File: src/rtl/icache_fill_pkg.sv
// Shared types and defaults for the instruction-cache line-fill engine.
package icache_fill_pkg;

    localparam int DEF_ADDR_WIDTH = 16;
    localparam int DEF_DATA_WIDTH = 32;
    localparam int DEF_LINE_BITS  = 4;

    typedef enum logic [1:0] {
        ST_IDLE   = 2'd0,
        ST_FETCH  = 2'd1,
        ST_STREAM = 2'd2
    } state_t;

    // Bits needed to hold values 0..max_val inclusive.
    function automatic int cnt_width(input int max_val);
        return (max_val < 1) ? 1 : $clog2(max_val + 1);
    endfunction

endpackage

File: src/rtl/icache_fill_buf.sv
// Line buffer: one synchronous write port, one registered read port (1-cycle latency).
// Never stalls; the read register holds its value when rd_en is low.
module icache_fill_buf
    import icache_fill_pkg::*;
#(
    parameter int DATA_WIDTH = DEF_DATA_WIDTH,
    parameter int LINE_BITS  = DEF_LINE_BITS
) (
    input  logic                  clock,
    input  logic                  reset,
    input  logic                  wr_en,
    input  logic [LINE_BITS-1:0]  wr_addr,
    input  logic [DATA_WIDTH-1:0] wr_data,
    input  logic                  rd_en,
    input  logic [LINE_BITS-1:0]  rd_addr,
    output logic [DATA_WIDTH-1:0] rd_data
);

    localparam int WORDS = 1 << LINE_BITS;

    logic [DATA_WIDTH-1:0] mem_q [WORDS];

    always_ff @(posedge clock) begin
        if (wr_en) begin
            mem_q[wr_addr] <= wr_data;
        end
    end

    // Only the output register is reset so data_o comes up as zero.
    always_ff @(posedge clock) begin
        if (reset) begin
            rd_data <= '0;
        end else if (rd_en) begin
            rd_data <= mem_q[rd_addr];
        end
    end

endmodule

File: src/rtl/icache_fill.sv
// Line-fill engine: pipelined word reads (<= MAX_OUT in flight) into a buffer, then a gapless burst.
// Burst starts 2 cycles after the last return; read_i is dropped while full_o is high.
module icache_fill
    import icache_fill_pkg::*;
#(
    parameter int ADDR_WIDTH = DEF_ADDR_WIDTH,
    parameter int DATA_WIDTH = DEF_DATA_WIDTH,
    parameter int LINE_BITS  = DEF_LINE_BITS,
    parameter int MAX_OUT    = 4
) (
    input  logic                  clock,
    input  logic                  reset,
    input  logic                  read_i,
    input  logic [ADDR_WIDTH-1:0] addr_i,
    output logic                  full_o,
    output logic                  ready_o,
    output logic [DATA_WIDTH-1:0] data_o,
    output logic                  mem_req_o,
    output logic [ADDR_WIDTH-1:0] mem_addr_o,
    input  logic                  mem_ack_i,
    input  logic                  mem_valid_i,
    input  logic [DATA_WIDTH-1:0] mem_data_i
);

    localparam int WORDS = 1 << LINE_BITS;
    localparam int CW    = LINE_BITS + 1;
    localparam int OW    = cnt_width(MAX_OUT);
    localparam int TW    = ADDR_WIDTH - LINE_BITS;

    localparam logic [CW-1:0] WORDS_C = CW'(WORDS);
    localparam logic [CW-1:0] LAST_C  = CW'(WORDS - 1);
    localparam logic [CW-1:0] CNT_ONE = CW'(1);
    localparam logic [OW-1:0] MAX_C   = OW'(MAX_OUT);
    localparam logic [OW-1:0] OUT_ONE = OW'(1);

    state_t          state_q, state_d;
    logic [TW-1:0]   line_q;
    logic [CW-1:0]   issued_q;
    logic [CW-1:0]   received_q;
    logic [CW-1:0]   stream_q;
    logic [OW-1:0]   outstanding_q;
    logic            ready_q;

    logic            start;
    logic            issue;
    logic            ret;
    logic            rd_en;
    logic            unused_addr_bits;

    assign unused_addr_bits = ^addr_i[LINE_BITS-1:0];

    // Returns outside FETCH, or with nothing in flight, are protocol errors and dropped.
    assign ret   = mem_valid_i && (state_q == ST_FETCH) && (outstanding_q != '0);
    assign issue = mem_req_o && mem_ack_i;

    always_comb begin
        state_d   = state_q;
        start     = 1'b0;
        rd_en     = 1'b0;
        mem_req_o = 1'b0;
        case (state_q)
            ST_IDLE: begin
                if (read_i) begin
                    start   = 1'b1;
                    state_d = ST_FETCH;
                end
            end
            ST_FETCH: begin
                mem_req_o = (issued_q < WORDS_C) && (outstanding_q < MAX_C);
                if (ret && (received_q == LAST_C)) begin
                    state_d = ST_STREAM;
                end
            end
            ST_STREAM: begin
                // One extra cycle after the last read lets the final word leave the read register.
                rd_en = (stream_q < WORDS_C);
                if (stream_q == WORDS_C) begin
                    state_d = ST_IDLE;
                end
            end
            default: begin
                state_d = ST_IDLE;
            end
        endcase
    end

    always_ff @(posedge clock) begin
        if (reset) begin
            state_q       <= ST_IDLE;
            line_q        <= '0;
            issued_q      <= '0;
            received_q    <= '0;
            stream_q      <= '0;
            outstanding_q <= '0;
            ready_q       <= 1'b0;
        end else begin
            state_q <= state_d;
            ready_q <= rd_en;
            if (start) begin
                line_q        <= addr_i[ADDR_WIDTH-1:LINE_BITS];
                issued_q      <= '0;
                received_q    <= '0;
                stream_q      <= '0;
                outstanding_q <= '0;
            end else begin
                if (issue) begin
                    issued_q <= issued_q + CNT_ONE;
                end
                if (ret) begin
                    received_q <= received_q + CNT_ONE;
                end
                if (issue && !ret) begin
                    outstanding_q <= outstanding_q + OUT_ONE;
                end else if (!issue && ret) begin
                    outstanding_q <= outstanding_q - OUT_ONE;
                end
                if (rd_en) begin
                    stream_q <= stream_q + CNT_ONE;
                end
            end
        end
    end

    icache_fill_buf #(
        .DATA_WIDTH (DATA_WIDTH),
        .LINE_BITS  (LINE_BITS)
    ) u_buf (
        .clock   (clock),
        .reset   (reset),
        .wr_en   (ret),
        .wr_addr (received_q[LINE_BITS-1:0]),
        .wr_data (mem_data_i),
        .rd_en   (rd_en),
        .rd_addr (stream_q[LINE_BITS-1:0]),
        .rd_data (data_o)
    );

    assign full_o     = (state_q != ST_IDLE);
    assign ready_o    = ready_q;
    assign mem_addr_o = (state_q == ST_FETCH) ? {line_q, issued_q[LINE_BITS-1:0]} : '0;

endmodule

File: config.mk
export PLATFORM = sky130hd
export DESIGN_NAME = icache_fill
export DESIGN_NICKNAME = d
export VERILOG_FILES = /design/src/rtl/icache_fill_pkg.sv /design/src/rtl/icache_fill_buf.sv /design/src/rtl/icache_fill.sv
export SDC_FILE = /design/constraint.sdc
export NUM_CORES = 1
export LEC_CHECK = 0
export ABC_AREA = 1
export CAP_MARGIN = 20
export CELL_PAD_IN_SITES_DETAIL_PLACEMENT = 0
export CELL_PAD_IN_SITES_GLOBAL_PLACEMENT = 1
export CORE_UTILIZATION = 40
export CTS_CLUSTER_SIZE = 40
export DETAILED_ROUTE_END_ITERATION = 6
export PLACE_DENSITY_LB_ADDON = 0.2
export SYNTH_ARGS = -nofsm -noshare
export SYNTH_HDL_FRONTEND = slang
export SYNTH_SLANG_ARGS = --single-unit
File: constraint.sdc
create_clock -name clock -period 8.4 [get_ports clock]
set_input_delay 1.68 -clock clock [delete_from_list [all_inputs] [get_ports clock]]
set_output_delay 1.68 -clock clock [all_outputs]
set_load 0.05 [all_outputs]
==> results of run 1 <==
-- metrics by stage --
stage	area [um2]	util, %	power [W]	setup slack (ps)
finish	27690	46.83	0.005788	4416
global route	27690	46.83	0.005964	4254
CTS	27660	46.78	0.005851	4348
detailed placement	25780	43.60	0.003307	3888
global placement	25780	43.60	0.003303	3888
floorplan	23980	-	0.003237	4419
-- worst min path at each step --
| stage | startpoint | cells after the start | to |
|---|---|---|---|
| 4_1_cts | line_q[11]$_SDFFE_PP0P_ | 2 | line_q[11]$_SDFFE_PP0P_ |
| 3_5_place_dp | line_q[11]$_SDFFE_PP0P_ | 2 | line_q[11]$_SDFFE_PP0P_ |
| 2_1_floorplan | line_q[0]$_SDFFE_PP0P_ | 2 | line_q[0]$_SDFFE_PP0P_ |
| 6_report | line_q[11]$_SDFFE_PP0P_ | 2 | line_q[11]$_SDFFE_PP0P_ |
| 3_3_place_gp | line_q[6]$_SDFFE_PP0P_ | 2 | line_q[6]$_SDFFE_PP0P_ |
| 5_1_grt | line_q[5]$_SDFFE_PP0P_ | 2 | line_q[5]$_SDFFE_PP0P_ |
-- sequential cells by signal (all words and copies together), names as in the netlist --
register,cells
issued_q,5
ready_o,1
received_q,5
outstanding_q,3
line_q,12
u_buf.rd_data,32
u_buf.mem_q,512
stream_q,5
state_q,2
-- routing by layer --
layer	vias to the layer above	GRT usage [%]	share of wire [%]
li1	7709	-	-
met1	7393	27.21	47
met2	327	30.39	46
met3	82	2.540	4.9
met4	2	6.009	2.1
met5	-	0	0.023
-- cell families (layout without fill, tap and decap cells) --
group | after synthesis | after routing | synth area share [%]
other cells | 0 | 1 | 0
compound gates | 153 | 153 | 3.229
flops | 577 | 577 | 69.53
simple gates | 1135 | 1135 | 19.18
xor+xnor | 2 | 2 | 0.07305
buf+inv | 442 | 575 | 7.434
fa+ha+maj | 10 | 10 | 0.5530
-- critical path: cells and delay by family, from the launching register on --
kind                   cells  cell delay (ps)
AND/OR/NAND/NOR            2              440
flip-flops                 1              300
buffers and inverters      2              940
-- power by group through the flow --
stage | registers (W) | clock network [W] | logic (W)
floorplan | 0.00319 | 0 | 0.0000433
global placement | 0.00319 | 0 | 0.000111
detailed placement | 0.00319 | 0 | 0.000114
CTS | 0.00313 | 0.00260 | 0.000115
global route | 0.00313 | 0.00271 | 0.000126
finish | 0.00313 | 0.00254 | 0.000113
-- synth_stat cells --
library cell | n | share of area, %
buf_4 | 5 | 0.16
nor3_2 | 1 | 0.042
nand2_2 | 1 | 0.026
nand2_1 | 665 | 10
dfxtp_1 | 65 | 5.4
o21ai_1 | 17 | 0.35
clkbuf_1 | 40 | 0.63
buf_2 | 60 | 1.3
a31o_2 | 1 | 0.037
inv_1 | 328 | 5.1
nand3_1 | 262 | 5.5
fa_1 | 1 | 0.083
a21oi_1 | 29 | 0.61
inv_2 | 2 | 0.031
nor2_1 | 205 | 3.2
buf_1 | 3 | 0.047
a21o_1 | 1 | 0.031
nand4_1 | 1 | 0.026
buf_6 | 4 | 0.19
o21bai_1 | 1 | 0.031
ha_1 | 9 | 0.47
edfxtp_1 | 512 | 64
o21ai_0 | 104 | 2.2
xor2_1 | 2 | 0.073
-- area by class of cell --
class,count,area [um2]
Multi-Input combinational cell,1300,5674
Inverter,330,1245
Fill cell,5339,31440
Timing Repair Buffer,129,1236
Clock buffer,92,1715
Antenna cell,1,2.502
Tap cell,773,967.2
Sequential cell,577,16680
Clock inverter,24,166.4
==> impl_results.md, run 1 <==
- Synth cell types: 24
- Max VDD drop: 0.0001540 V
- Max transition margin: 31.56%
- PD cells: 209.0 nW/um2
- Placed Cells: around 3.1k
- Initial drt markers: a little over 1k
- Failing checks: design-rule violations
- Post-CTS Hold Buffers: 0
- Initial Util: approximately two fifths
- Share of cells above drive strength 1: 5.628%
- Slew @ Worst Pin: 1027 ps
- Global-route wire length before repair: 87080 um
- CP startpoint: state_q[1]$_SDFFE_PP0P_
- Skew final: 12.30 ps
- Final Setup Violations: 0
- Total number of vias: 15.51k
- Via density: 4.809
- Die Ht: 246.9 um
- Number of max-cap violations: 0
- Placeable Area: a little under 60000 um2
- Crit Path Category: register to output port
- Num CTS Buffers: between 60 and 70
- CTS tree: built
- H-Tree Depth: 2
- GRT Overall Usage: 19.15%
- Setup TNS: 0 ps
- Crit-path cells: inv_1, nand2_2, nor3_2, clkdlybuf4s50_1
- Hold Vio Cnt, Final: 0
- Antenna violation net count after detailed routing: 0
- Minimum clock period: roughly 4000 ps
- Die width: 246.9 um
- Post-cts sizing count: 0
- Syn Nets: 2382
- Clock Tree Buf Depth: 3
- Register area share after synthesis: 69.53%
- Post-Synthesis Cells: 2319
- IO buf count: 99
- # rows: 89
- Post-Synthesis Cell Area: 23980 um2
- Critical Path RT: 6720 ps
- Tcrit/Tclk final: 47.43%
- Register bit count reported by yosys: 577
- Crit path DAT: 2300 ps
- Hold Path Class: register to register
- Residual DRC: 22
- Pin count of the biggest net entering global routing: ~140
- Critical path endpoint category: output port
- Clock power share: 43.9%
- P_int: around 0.0046 W
- Synthesized area per cell: 10.34 um2
- Hold Worst Slack: approximately 450 ps
- Number of global-route vias before repair: 14.43k
- Status: finished with violations
- Commonest non-fill, non-tap cell in the layout: nand2_1
- Die area: 60940 um2
- Reg2Reg Launch Point: stream_q[1]$_SDFFE_PP0P_
- Drt wl/cell: around 18 um
- Unrepaired setup endpoints after global routing: false
- Gr ovfl total: 0
- Drt pass-1 iters: 7
- Crit path largest cell delay: roughly 830 ps
- CTS clk-pin slew, worst paths: roughly 60 ps
- Most frequent cells in the layout: 665 x nand2_1, 512 x edfxtp_1, 326 x inv_1
- Clk Latency, worst-skew pair: about 620 ps
- Post-DP HPWL: 27850 um
- Worst reg2reg path endpoint: u_buf.rd_data[14]$_SDFFE_PP0P_
- Leak Pwr: 10.81 nW
- Worst setup path endpoint: mem_req_o
- Post-Route WL: 57690 um
- Fmax: between 200 and 300 MHz
- Crit path launch type: register
- Final Instance Count excl. Fillers: 3226
- Switching portion of total power: about a fifth
- Gpl congestion: 0.7240
- Total clock sinks: between 500 and 600
- Initial antenna violation count: 3
- R2r setup slk: 5270 ps
- Reg2Reg Depth: 8
- Switching pwr: 0.001158 W
- Critical path's slowest cell: clkdlybuf4s50_1
- Area delta synth->final: 15.46%
- Worst Path Max Fanout: 18
- Top Ports: 104
- Final Slew Violations: 0
- Sequential power share: 54.1%
- YS warnings: 0
- CTS root buf: clkbuf_16
- Post-CTS Setup Bufs: 0
- Final nets: approximately 2.5k
- Combinational share of power: 2.0%
Note: power is estimated with default switching activity, not from simulation.
==> inputs of run 2 (changes only) <==
==> constraint.sdc (replaced) <==
create_clock -name clock -period 3.3 [get_ports clock]
set_input_delay 0.66 -clock clock [delete_from_list [all_inputs] [get_ports clock]]
set_output_delay 0.66 -clock clock [all_outputs]
set_load 0.05 [all_outputs]
==> run 2 against run 1 <==
The flow still finishes with violations (design-rule violations). Die area unchanged. Setup slack worse by 4100 ps. First-iteration DRC count up 12%. Sequential power grew to 2.5 times the previous value. Largest power group unchanged.
==> impl_results.md, run 2 (synthesis results as in run 1) <==
- Hold Crit Start: line_q[2]$_SDFFE_PP0P_
- H-Tree Depth: 2 (unchanged)
- Initial antenna violation count: 0 (-3)
- Skew final: 21.74 ps (+9.435 ps)
- Slew @ Worst Pin: 909.4 ps (-117.2 ps)
- Worst reg2reg path endpoint: u_buf.mem_q[5][15]$_DFFE_PP_
- Leak Pwr: 11.04 nW (+2.2%)
- Residual DRC: 22 (unchanged)
- Die Ht: 246.9 um (unchanged)
- Clk Latency, worst-skew pair: 640 ps (+20 ps)
- R2r setup slk: 800 ps (-4470 ps)
- Area delta synth->final: 17.74%
- Met2 Track Usage GR: 32.75% (+2.4 points)
- Final nets: 2488 (+1.1%)
- Critical path's slowest cell: clkdlybuf4s50_1
- Initial Util: 40.56% (unchanged)
- Post-cts sizing count: 0 (unchanged)
- GRT Overall Usage: 19.47% (+0.32 points)
- Most frequent cells in the layout: 665 x nand2_1, 512 x edfxtp_1, 326 x inv_1
- Reg2Reg Depth: 8 (unchanged)
- WP buf/inv: 2 (unchanged)
- Die width: 246.9 um (unchanged)
- Grt peak-use layer: met2
- Hold Path Cell Cnt: 2 (unchanged)
- Number of global-route vias before repair: 15.30k (+6.0%)
- Crit path largest cell delay: 830 ps (about the same)
- Placed Cells: 3135 (+0.87%)
- Number of max-cap violations: 0 (unchanged)
- Total number of vias: 15.76k (+1.6%)
- Largest Register: u_buf.mem_q
- Gpl congestion: 0.7299 (+0.81%)
- Via density: 4.850 (+0.86%)
- Unrepaired setup endpoints after global routing: false
- Post-CTS Setup Bufs: 0 (unchanged)
- Post-CTS Hold Buffers: 0 (unchanged)
- Setup TNS: 0 ps (unchanged)
- Pin count of the biggest net entering global routing: 170 (+20%)
- Placeable Area: 59130 um2 (unchanged)
- Max VDD drop: 0.0003971 V (+160%)
- Final Slew Violations: 0 (unchanged)
- Crit path DAT: 2300 ps (about the same)
- CP top delay family: buffers and inverters
- Flip-flop count of the largest register after layout: 512 (unchanged)
- Failing checks: design-rule violations
- Worst Path Max Fanout: 18 (unchanged)
- Hold endpoint: line_q[2]$_SDFFE_PP0P_
- Clock Tree Buf Depth: 3 (unchanged)
- # rows: 89 (unchanged)
- Hold Path Class: register to register
- Diode count: 0 (-1)
- PD cells: 536.1 nW/um2 (+160%)
- Hold Worst Slack: 453.0 ps (+0.09200 ps)
- GR Layer Usage met1: 26.32% (-0.89 points)
- Setup ws final: 342.9 ps (-4073 ps)
- Crit Path Category: register to output port
- Tcrit/Tclk final: 89.61%
- CTS clk-pin slew, worst paths: 60 ps (about the same)
- Status: finished with violations
- Num CTS Buffers: 61 (unchanged)
- Fmax: about 340 MHz
- Post-DP HPWL: 31540 um (+13%)
- Initial drt markers: 1140 (+12%)
- Minimum clock period: 2957 ps
- Reg2Reg Launch Point: state_q[1]$_SDFFE_PP0P_
- Crit path depth: 4 (unchanged)
- Drt pass-1 iters: 7 (unchanged)
- Crit-path cells: inv_1, nand2_2, nor3_2, clkdlybuf4s50_1
- Antenna violation net count after detailed routing: 0 (unchanged)
- Max transition margin: 39.37% (+7.8 points)
- Routing usage on met3: 2.843% (+0.30 points)
- Hold Vio Cnt, Final: 0 (unchanged)
- CTS root buf: clkbuf_16
- Crit path launch type: register
- Die area: 60940 um2 (unchanged)
- Post-Route WL: 58420 um (+1.2%)
- Critical path endpoint category: output port
- CTS tree: built
- Top Ports: 104 (unchanged)
- Total clock sinks: 577 (unchanged)
- Critical Path RT: 2640 ps (-4080 ps)
- IO buf count: 99 (unchanged)
- Largest regs: u_buf.mem_q: 512 flops, u_buf.rd_data: 32 flops, line_q: 12 flops
- Pre-CTS setup slack: 343.2 ps (-3545 ps)
- Final Instance Count excl. Fillers: 3249 (+0.71%)
- Gr ovfl total: 0 (unchanged)
- Commonest non-fill, non-tap cell in the layout: nand2_1
- Drt wl/cell: 17.98 um (+0.53%)
- Share of cells above drive strength 1: 6.987% (+1.4 points)
- Global-route wire length before repair: 89760 um (+3.1%)
- Final Setup Violations: 0 (unchanged)
## run 2: changes by cell type in the layout (fill, tap and decap cells not counted), sizes merged
cell	previous run	this run
clkinvlp	0	3
clkinv	23	20
clkbuf	92	87
inv	329	328
buf	30	56
diode	1	0
bufinv	2	6
## run 2: per-layer routing
metal	part of all wire [%]	vias to the layer above
met3	4.1	86
met1	46	7594
li1	-	7761
met5	0	-
met4	2.1	0
met2	48	317
## run 2: worst max-delay path by stage
stage,endpoint,startpoint,slack [ps]
final,mem_req_o,state_q[1]$_SDFFE_PP0P_,340
after CTS,mem_req_o,state_q[1]$_SDFFE_PP0P_,270
after floorplan,u_buf.mem_q[0][0]$_DFFE_PP_,mem_valid_i,340
after detailed placement,u_buf.mem_q[5][26]$_DFFE_PP_,mem_valid_i,340
after global placement,u_buf.mem_q[5][26]$_DFFE_PP_,mem_valid_i,380
after global routing,mem_addr_o[7],state_q[1]$_SDFFE_PP0P_,200
## run 2: final cells by class
| cell class | count | area (um2) |
|---|---|---|
| fill | 5387 | 30890 |
| multi-input combinational | 1300 | 5674 |
| sequential | 577 | 16680 |
| tap | 773 | 967.2 |
| clock inverter | 27 | 312.8 |
| clock buffer | 87 | 1705 |
| timing repair buffer | 155 | 1649 |
| inverter | 330 | 1245 |
## run 2: worst register-to-register path: stages, from the launching register on
cell and delay [ps]:
dfxtp_1 310, inv_1 110, nand2_2 220, nor2_1 210
nand2_1 220, inv_1 260, nand2_1 300, nor2_4 180
buf_4 350
## run 2: per-stage QoR
step	instance area (um2)	util, %	total power [W]
CTS	28240	47.75	0.01532
global placement	26220	44.34	0.008427
floorplan	23980	-	0.008239
detailed placement	26220	44.34	0.008435
global route	28240	47.75	0.01561
finish	28240	47.75	0.01514
## run 2: report_power, final
part / switching [W] / internal, W
registers: 0.00000892 / 0.00796
clock network: 0.00280 / 0.00406
logic: 0.000206 / 0.0000973
